$ cat config.mk
export PLATFORM = sky130hd
export DESIGN_NAME = mem_bus_ctrl_flat
export DESIGN_NICKNAME = d
export VERILOG_FILES = /design/src/rtl/mem_bus_ctrl_if.sv /design/src/rtl/mem_bus_ctrl.sv /design/src/flat_wrapper.sv
export SDC_FILE = /design/constraint.sdc
export NUM_CORES = 1
export LEC_CHECK = 0
export ABC_AREA = 1
export CAP_MARGIN = 20
export CORE_MARGIN = 2
export CORE_UTILIZATION = 35
export DETAILED_ROUTE_END_ITERATION = 10
export DONT_BUFFER_PORTS = 1
export GPL_TIMING_DRIVEN = 1
export PLACE_DENSITY = 0.61
export SLEW_MARGIN = 0
export SYNTH_ARGS = -nofsm -noshare
export SYNTH_HDL_FRONTEND = slang
export SYNTH_SLANG_ARGS = --single-unit
$ cat constraint.sdc
create_clock -name i_clk -period 3 [get_ports i_clk]
set_input_delay 0.6 -clock i_clk [delete_from_list [all_inputs] [get_ports i_clk]]
set_output_delay 0.6 -clock i_clk [all_outputs]
set_load 0.01 [all_outputs]
$ cat src/rtl/mem_bus_ctrl_if.sv
// -----------------------------------------------------------------------------
// mem_bus_ctrl_if
// Request/acknowledge bus between the memory-access stage and external
// 16-bit word-addressed memory.
//
// Signals:
//   bus_req    request, held until the access completes or is aborted
//   bus_we     1 = write, 0 = read
//   bus_addr   word address
//   bus_wdata  write data
//   bus_rdata  read data, valid while bus_ack is high
//   bus_ack    transfer complete
//
// Modports:
//   master  the controller (drives req/we/addr/wdata)
//   slave   the memory (drives rdata/ack)
// -----------------------------------------------------------------------------
interface mem_bus_ctrl_if;
   logic        bus_req;
   logic        bus_we;
   logic [15:0] bus_addr;
   logic [15:0] bus_wdata;
   logic [15:0] bus_rdata;
   logic        bus_ack;

   modport master (
      output bus_req,
      output bus_we,
      output bus_addr,
      output bus_wdata,
      input  bus_rdata,
      input  bus_ack
   );

   modport slave (
      input  bus_req,
      input  bus_we,
      input  bus_addr,
      input  bus_wdata,
      output bus_rdata,
      output bus_ack
   );
endinterface

$ cat src/rtl/mem_bus_ctrl.sv
// -----------------------------------------------------------------------------
// mem_bus_ctrl
// This is the memory-access stage that sits after the instruction decoder.
// It takes the decoder read/write strobes, the address and the ALU write data.
// From these it runs one registered req/ack transaction on the external bus.
// The core is stalled until that transaction completes.
// Read data is then presented as the R_MEM source value.
//
// Parameters:
//   TIMEOUT_CYC   BUSY cycles without ack before the access is aborted (1..65535)
//
// Ports:
//   i_clk          core clock, rising edge
//   i_rst_n        asynchronous active-low reset
//   i_mem_rd       decoder read strobe
//   i_mem_wr       decoder write strobe
//   i_addr         access address
//   i_wdata        write data
//   o_stall        hold the decoder and register writes this cycle
//   o_rdata        read data for the R_MEM source path
//   o_rdata_valid  o_rdata belongs to the access completing this cycle
//   o_err          one-cycle pulse: timeout, or rd and wr together
//   bus            external memory bus (master side)
// -----------------------------------------------------------------------------
module mem_bus_ctrl #(
   parameter int unsigned TIMEOUT_CYC = 255
) (
   input  logic                  i_clk,
   input  logic                  i_rst_n,
   input  logic                  i_mem_rd,
   input  logic                  i_mem_wr,
   input  logic [15:0]           i_addr,
   input  logic [15:0]           i_wdata,
   output logic                  o_stall,
   output logic [15:0]           o_rdata,
   output logic                  o_rdata_valid,
   output logic                  o_err,
   mem_bus_ctrl_if.master        bus
);

   typedef enum logic [1:0] {
      IDLE = 2'd0,
      BUSY = 2'd1,
      DONE = 2'd2
   } state_t;

   // The last wait cycle index at which a missing ack aborts the access.
   localparam logic [15:0] TIMEOUT_LAST = 16'(TIMEOUT_CYC - 1);

   state_t      state;
   logic [15:0] wait_cnt;

   // The stall is combinational so the decoder freezes in the same cycle it
   // raises a strobe. The stall is always held during BUSY. It is released in
   // DONE so the decoder can retire the state that issued the access.
   always_comb begin
      o_stall = 1'b0;
      case (state)
         IDLE:    o_stall = i_mem_rd | i_mem_wr;
         BUSY:    o_stall = 1'b1;
         default: o_stall = 1'b0;
      endcase
   end

   // Main controller. All bus outputs are registered. Reset drops the request
   // at once and reports no completion. o_err and o_rdata_valid are
   // single-cycle pulses, so they default low every cycle and are only set on
   // the transition that produces them. When both strobes are asserted, the
   // access is issued as a write and flagged. On a timeout, a read returns
   // all-ones so the decoder never sees stale data.
   always_ff @(posedge i_clk or negedge i_rst_n) begin
      if (!i_rst_n) begin
         state         <= IDLE;
         wait_cnt      <= 16'd0;
         bus.bus_req   <= 1'b0;
         bus.bus_we    <= 1'b0;
         bus.bus_addr  <= 16'd0;
         bus.bus_wdata <= 16'd0;
         o_rdata       <= 16'd0;
         o_rdata_valid <= 1'b0;
         o_err         <= 1'b0;
      end else begin
         o_err         <= 1'b0;
         o_rdata_valid <= 1'b0;
         case (state)
            IDLE: begin
               if (i_mem_rd || i_mem_wr) begin
                  bus.bus_addr  <= i_addr;
                  bus.bus_wdata <= i_wdata;
                  bus.bus_we    <= i_mem_wr;
                  bus.bus_req   <= 1'b1;
                  wait_cnt      <= 16'd0;
                  o_err         <= i_mem_rd & i_mem_wr;
                  state         <= BUSY;
               end
            end
            BUSY: begin
               if (bus.bus_ack) begin
                  bus.bus_req   <= 1'b0;
                  if (!bus.bus_we) begin
                     o_rdata <= bus.bus_rdata;
                  end
                  o_rdata_valid <= 1'b1;
                  state         <= DONE;
               end else if (wait_cnt == TIMEOUT_LAST) begin
                  bus.bus_req   <= 1'b0;
                  if (!bus.bus_we) begin
                     o_rdata <= 16'hFFFF;
                  end
                  o_rdata_valid <= 1'b1;
                  o_err         <= 1'b1;
                  state         <= DONE;
               end else begin
                  wait_cnt <= wait_cnt + 16'd1;
               end
            end
            DONE: begin
               // Strobes seen here still belong to the access just retired.
               state <= IDLE;
            end
            default: begin
               state <= IDLE;
            end
         endcase
      end
   end

endmodule

$ cat src/flat_wrapper.sv
// flat-port wrapper written by rule: the top's interface ports become plain ports
module mem_bus_ctrl_flat 
#(
   parameter int unsigned TIMEOUT_CYC = 255
)
  (i_clk, i_rst_n, i_mem_rd, i_mem_wr, i_addr, i_wdata, o_stall, o_rdata, o_rdata_valid, o_err, bus_bus_req, bus_bus_we, bus_bus_addr, bus_bus_wdata, bus_bus_rdata, bus_bus_ack);
  mem_bus_ctrl_if bus_i ();
  input  logic i_clk;
  input  logic i_rst_n;
  input  logic i_mem_rd;
  input  logic i_mem_wr;
  input  logic [15:0] i_addr;
  input  logic [15:0] i_wdata;
  output logic o_stall;
  output logic [15:0] o_rdata;
  output logic o_rdata_valid;
  output logic o_err;
  output wire logic [$bits(bus_i.bus_req)-1:0] bus_bus_req;
  output wire logic [$bits(bus_i.bus_we)-1:0] bus_bus_we;
  output wire logic [$bits(bus_i.bus_addr)-1:0] bus_bus_addr;
  output wire logic [$bits(bus_i.bus_wdata)-1:0] bus_bus_wdata;
  input wire logic [$bits(bus_i.bus_rdata)-1:0] bus_bus_rdata;
  input wire logic [$bits(bus_i.bus_ack)-1:0] bus_bus_ack;
  assign bus_bus_req = bus_i.bus_req;
  assign bus_bus_we = bus_i.bus_we;
  assign bus_bus_addr = bus_i.bus_addr;
  assign bus_bus_wdata = bus_i.bus_wdata;
  assign bus_i.bus_rdata = bus_bus_rdata;
  assign bus_i.bus_ack = bus_bus_ack;
  mem_bus_ctrl #(.TIMEOUT_CYC(TIMEOUT_CYC)) u_core (.i_clk(i_clk), .i_rst_n(i_rst_n), .i_mem_rd(i_mem_rd), .i_mem_wr(i_mem_wr), .i_addr(i_addr), .i_wdata(i_wdata), .o_stall(o_stall), .o_rdata(o_rdata), .o_rdata_valid(o_rdata_valid), .o_err(o_err), .bus(bus_i));
endmodule
==> flow_metrics.env, run 1 <==
export IMPL_outcome="finished clean"
export IMPL_dr_pass1_iters=5
export IMPL_diodes=0
export IMPL_start_util=0.360
export IMPL_antenna_found_initial=0
export IMPL_num_nets_final=476
export IMPL_worstSetupPathType="flip-flop to flip-flop"
export IMPL_timing_fmax_mhz=483
export IMPL_area_growth_pct=7.98
export IMPL_path_max_fanout=23
export IMPL_clock_latency_ps=350
export IMPL_path_cells="inv_1, nand2_1, inv_1, o21ai_0, a21oi_1, nand2_1, o21ai_1"
export IMPL_synth_simple_gate_area_frac=0.359
export IMPL_worst_slew_pin_slew_ps=912
export IMPL_cts_tree="done"
export IMPL_syn_avg_cell_area_um2=7.75
export IMPL_layout_commonest_cell="nand2_1"
export IMPL_cts_max_path_buffers=2
export IMPL_place_area_um2=3380
export IMPL_total_power_mw=3.42
export IMPL_slowest_delay_ps=730
export IMPL_die_area_um2=10300
export IMPL_cts_made_buffers=9
export IMPL_ir_drop_mv=0.433
export IMPL_relSlewSlack=0.392
export IMPL_via_per_inst=4.79
export IMPL_final_cell_mix="191 x nand2_1, 70 x dfrtp_1, 32 x inv_1, 32 x nand3_1, 28 x nor2_1"
export IMPL_synthMuxAreaShare=0
export IMPL_p_leak_nw=1.82
export IMPL_routed_wl_um=7220
export IMPL_synth_area_um2=3320
export IMPL_syn_nets=484
export IMPL_cp_arrival_ps=2330
export IMPL_drc=0
export IMPL_cts_max_level=3
export IMPL_finalHoldViolations=0
export IMPL_cap_violations=0
export IMPL_crit_slowest_cell="inv_1"
export IMPL_grt_ovfl_total=0
export IMPL_chipWidth_um=101
export IMPL_grt_pass1_wl_um=11900
export IMPL_synth_top_family_by_area="simple AND/OR/NAND/NOR gates"
export IMPL_setup_ws_ps=929
export IMPL_io_pins=106
export IMPL_synthCells=429
export IMPL_fin_setup_tns_ps=0
export IMPL_dp_slack_ps=923
export IMPL_required_ps=3260
export IMPL_yosys_warnings=0
export IMPL_root_buffer="clkbuf_8"
export IMPL_grt_pass1_vias=2604
export IMPL_ant_nets=0
export IMPL_synth_cell_types=24
export IMPL_dp_hpwl_um=4930
export IMPL_vias=2656
export IMPL_fin_area_um2=3590
export IMPL_synth_adder_area_share=0.00753
export IMPL_rsz0062_at_grt="no"
export IMPL_final_util=0.388
export IMPL_drive_above_1_share=0.0681
export IMPL_yosysSeqAreaShare=0.527
export IMPL_ys_ff_latch=70
export IMPL_start_kind="flip-flop"
export IMPL_multi_input_area_um2=1330
export IMPL_skew_ps=9.10
export IMPL_path_clk_slew_ps=90
export IMPL_grt_total_usage=0.147
export IMPL_hold_path_class="input port to async pin"
export IMPL_min_period_ps=2070
export IMPL_synth_xor_area_frac=0.00263
export IMPL_seq_area_um2=1750
export IMPL_coreArea_um2=9240
export IMPL_cts_setup_buffers=0
export IMPL_endpoint_kind="flip-flop"
export IMPL_slew_viol_final=0
export IMPL_synth_compound_area_frac=0.0279
export IMPL_period_share=0.690
export IMPL_setup_violations=0
export IMPL_powerDensity_nw_per_um2=952
export IMPL_grt_max_degree=71
export IMPL_fillCellCount=974
export IMPL_portBuffers=0
export IMPL_post_drt_wl_per_cell_um=13.0
export IMPL_clock_sinks=70
export IMPL_drt_initial_drc_count=135
export IMPL_num_rows=35
export IMPL_fp_dieH_um=101
export IMPL_globalplace_congestion=0.793
[critical path: cells and delay by family, from the launching register on]
family | cells | cell delay (ps)
flip-flops | 1 | 380
buffers and inverters | 2 | 780
AO/OA/AOI/OAI | 3 | 440
AND/OR/NAND/NOR | 2 | 370
[report_power, final]
part           switching (mW)  internal [mW]
logic                   0.692          0.279
registers               0.431           1.32
clock network           0.387          0.311
[final timing paths]
check | startpoint | to | slack [ps] | cells past startpoint
hold reg to reg | u_core.o_rdata[5] | u_core.o_rdata[5] | 540 | 2
setup / recovery | u_core.state[1] | u_core.wait_cnt[4] | 930 | 7
setup reg to reg | u_core.state[1] | u_core.wait_cnt[4] | 930 | 7
max in group asynchronous | i_rst_n | u_core.bus.bus_addr[10] | 2580 | 1
hold / removal | i_rst_n | u_core.wait_cnt[12] | 120 | 1
min in group i_clk | i_wdata[10] | u_core.bus.bus_wdata[10] | 360 | 2
[kinds of logic (layout without fill, tap and decap cells)]
logic type      count (synthesis)  after routing
simple gates                  283            283
xor+xnor                        1              1
compound gates                 18             18
fa+ha+maj                       2              2
flops                          70             70
buf+inv                        55             52
[cells in the mapped netlist]
library cell	n	area, um^2
clkinv_1	1	3.75
clkbuf_1	6	22.5
o21ai_1	5	25.0
nand2_4	1	11.3
or2_2	1	6.26
nor3_1	3	15.0
a21oi_1	9	45.0
o21ai_0	3	15.0
nand2_1	191	717
nand3_1	32	160
ha_1	2	25.0
buf_6	3	33.8
buf_2	9	45.0
buf_4	3	22.5
xor2_1	1	8.76
nor2_2	3	18.8
nand3_4	1	17.5
inv_2	1	3.75
nand4_1	20	125
nor2_1	28	105
dfrtp_1	70	1750
inv_1	32	120
o31ai_1	1	7.51
nand2_2	3	18.8
[state kept, by name, indices dropped and copies added (netlist names)]
signal	flops
u_core.bus.bus_req	1
u_core.wait_cnt	16
u_core.o_rdata_valid	1
u_core.o_rdata	16
u_core.o_err	1
u_core.state	2
u_core.bus.bus_addr	16
u_core.bus.bus_we	1
u_core.bus.bus_wdata	16
[metal layers]
layer	up-vias	routed length, um	GRT usage
met3	11	553	0.0566
met1	1224	3310	0.187
met2	97	3280	0.233
li1	1324	-	-
met4	0	80	0.0405
met5	-	0	0
[stage by stage]
| step | hold slack [ps] | instances |
|---|---|---|
| after global routing | 133 | 555 |
| after detailed placement | 309 | 538 |
| after CTS | 130 | 555 |
| after floorplan | 304 | 429 |
| final | 117 | 555 |
| after global placement | 309 | 538 |
[repair_timing]
item,CTS,global route
endpoints found under the setup margin,0,0
hold buffers,1,0
endpoints found under the hold margin,70,0
gates resized for setup,0,0
[final cells by class]
cell class	count	share of cell area
flip-flops and latches	70	0.488
inverters	34	0.0356
multi-input cells	304	0.371
repair buffers	2	0.00976
clock inverters	7	0.0160
clock buffers	9	0.0345
well taps	129	0.0450
Power figures use the tool's default switching activity.
==> run 2, diff against run 1 <==
Settings changed: PLACE_DENSITY 0.61 to 0.63.
Clock period 3 ns to 1.7 ns, I/O delays scaled along.
==> flow_metrics.env, run 2 (same netlist as run 1, synthesis figures left out) <==
export IMPL_cp_arrival_ps=1790
export IMPL_powerDensity_nw_per_um2=1690
export IMPL_io_pins=106
export IMPL_drt_initial_drc_count=156
export IMPL_root_buffer="clkbuf_8"
export IMPL_fp_dieH_um=101
export IMPL_post_drt_wl_per_cell_um=12.9
export IMPL_fin_setup_tns_ps=0
export IMPL_place_area_um2=3480
export IMPL_fillCellCount=929
export IMPL_seq_power_share=0.492
export IMPL_p_int_mw=3.56
export IMPL_timing_fmax_mhz=637
export IMPL_hold_path_class="input port to async pin"
export IMPL_ir_drop_mv=0.898
export IMPL_path_clk_slew_ps=90
export IMPL_num_nets_final=489
export IMPL_clkPwrFrac=0.201
export IMPL_clock_latency_ps=340
export IMPL_dr_pass1_iters=4
export IMPL_coreArea_um2=9240
export IMPL_violations="negative hold slack"
export IMPL_cts_max_path_buffers=2
export IMPL_grt_pass1_wl_um=12100
export IMPL_area_growth_pct=11.5
export IMPL_dp_hpwl_um=5080
export IMPL_slew_viol_final=0
export IMPL_worstSetupPathType="flip-flop to flip-flop"
export IMPL_cts_tree="done"
export IMPL_rsz0062_at_grt="yes"
export IMPL_antenna_found_initial=0
export IMPL_layout_commonest_cell="nand2_1"
export IMPL_finalHoldViolations=70
export IMPL_die_area_um2=10300
export IMPL_endpoint_kind="flip-flop"
export IMPL_worst_slew_pin_slew_ps=378
export IMPL_ant_nets=0
export IMPL_switchingPower_mw=2.71
export IMPL_setup_violations=0
export IMPL_drc=0
export IMPL_skew_ps=10.2
export IMPL_start_kind="flip-flop"
export IMPL_grt_ovfl_total=0
export IMPL_clock_sinks=70
export IMPL_cts_max_level=3
export IMPL_grt_max_degree=71
export IMPL_via_per_inst=4.78
export IMPL_globalplace_congestion=0.851
export IMPL_path_cells="inv_1, ha_1, nand3_1, nor2_2, nand2_2, nand2_4, buf_6, nand2_2, nand2_1, nand2_1"
export IMPL_crit_slowest_cell="dfrtp_1"
export IMPL_outcome="complete, but fails checks"
export IMPL_timing_hold_ws_ps=-315
export IMPL_start_util=0.360
export IMPL_cts_made_buffers=9
export IMPL_cap_violations=0
export IMPL_drive_above_1_share=0.103
export IMPL_path_max_fanout=14
export IMPL_relSlewSlack=0.748
export IMPL_final_cell_mix="191 x nand2_1, 70 x dfrtp_1, 32 x inv_1"
export IMPL_min_period_ps=1570
export IMPL_worst_r2r_path_depth=10
export IMPL_grt_total_usage=0.148
export IMPL_routed_wl_um=7340
export IMPL_swShare=0.433
export IMPL_combPwrFrac=0.307
export IMPL_grt_pass1_vias=2697
export IMPL_p_leak_nw=1.89
export IMPL_required_ps=1920
export IMPL_diodes=0
export IMPL_period_share=0.924
export IMPL_num_rows=35
export IMPL_slowest_delay_ps=420
export IMPL_vias=2713
export IMPL_chipWidth_um=101
export IMPL_portBuffers=0
export IMPL_fin_area_um2=3710
## run 2: area by class of cell
cell class	count	area, um^2	share of cell area
well taps	129	161	0.0436
flip-flops and latches	70	1750	0.473
inverters	34	128	0.0344
repair buffers	15	133	0.0358
clock inverters	7	61.3	0.0165
multi-input cells	304	1350	0.364
clock buffers	9	124	0.0334
## run 2: final timing paths
path	start	slack, ps	end
setup / recovery	u_core.wait_cnt[0]	130	u_core.bus.bus_req
hold / removal	i_rst_n	-310	u_core.state[1]
setup reg to reg	u_core.wait_cnt[0]	130	u_core.bus.bus_req
hold reg to reg	u_core.o_rdata[13]	550	u_core.o_rdata[13]
max in group asynchronous	i_rst_n	1900	u_core.o_rdata[5]
min in group i_clk	i_wdata[11]	100	u_core.bus.bus_wdata[11]
## run 2: what timing repair did
item | 4_1_cts | 5_1_grt
endpoints found under the setup margin | 0 | 19
endpoints found under the hold margin | 70 | 70
gates resized for setup | 0 | 6
buffers inserted | 0 | 2
## run 2: routing by layer
layer  routed length (um)  global-route usage
met2                 3340               0.236
met1                 3310               0.187
met5                    0                   0
met3                  613              0.0552
met4                   70              0.0509
## run 2: through the flow
stage	cells	hold slack [ps]	total power, mW	utilization	setup WS (ps)
after floorplan	429	44.4	4.49	-	276
after global placement	550	46.2	4.94	0.377	98.0
after detailed placement	550	46.0	5.01	0.377	45.7
after CTS	566	-328	6.29	0.397	31.5
after global routing	568	-352	6.80	0.401	-25.1
final	568	-315	6.27	0.401	129
## run 2: power groups by stage
stage / clock network [mW] / registers, mW / logic [mW]
after detailed placement: 0 / 3.10 / 1.91
after global placement: 0 / 3.11 / 1.83
final: 1.26 / 3.09 / 1.92
after floorplan: 0 / 2.97 / 1.51
after CTS: 1.30 / 3.09 / 1.90
after global routing: 1.39 / 3.17 / 2.24
## run 2: worst max-delay path: cells and delay by family, from the launching register on
family | cells | cell delay (ps)
flops | 1 | 420
fa+ha+maj | 1 | 160
simple gates | 7 | 600
buf+inv | 2 | 280
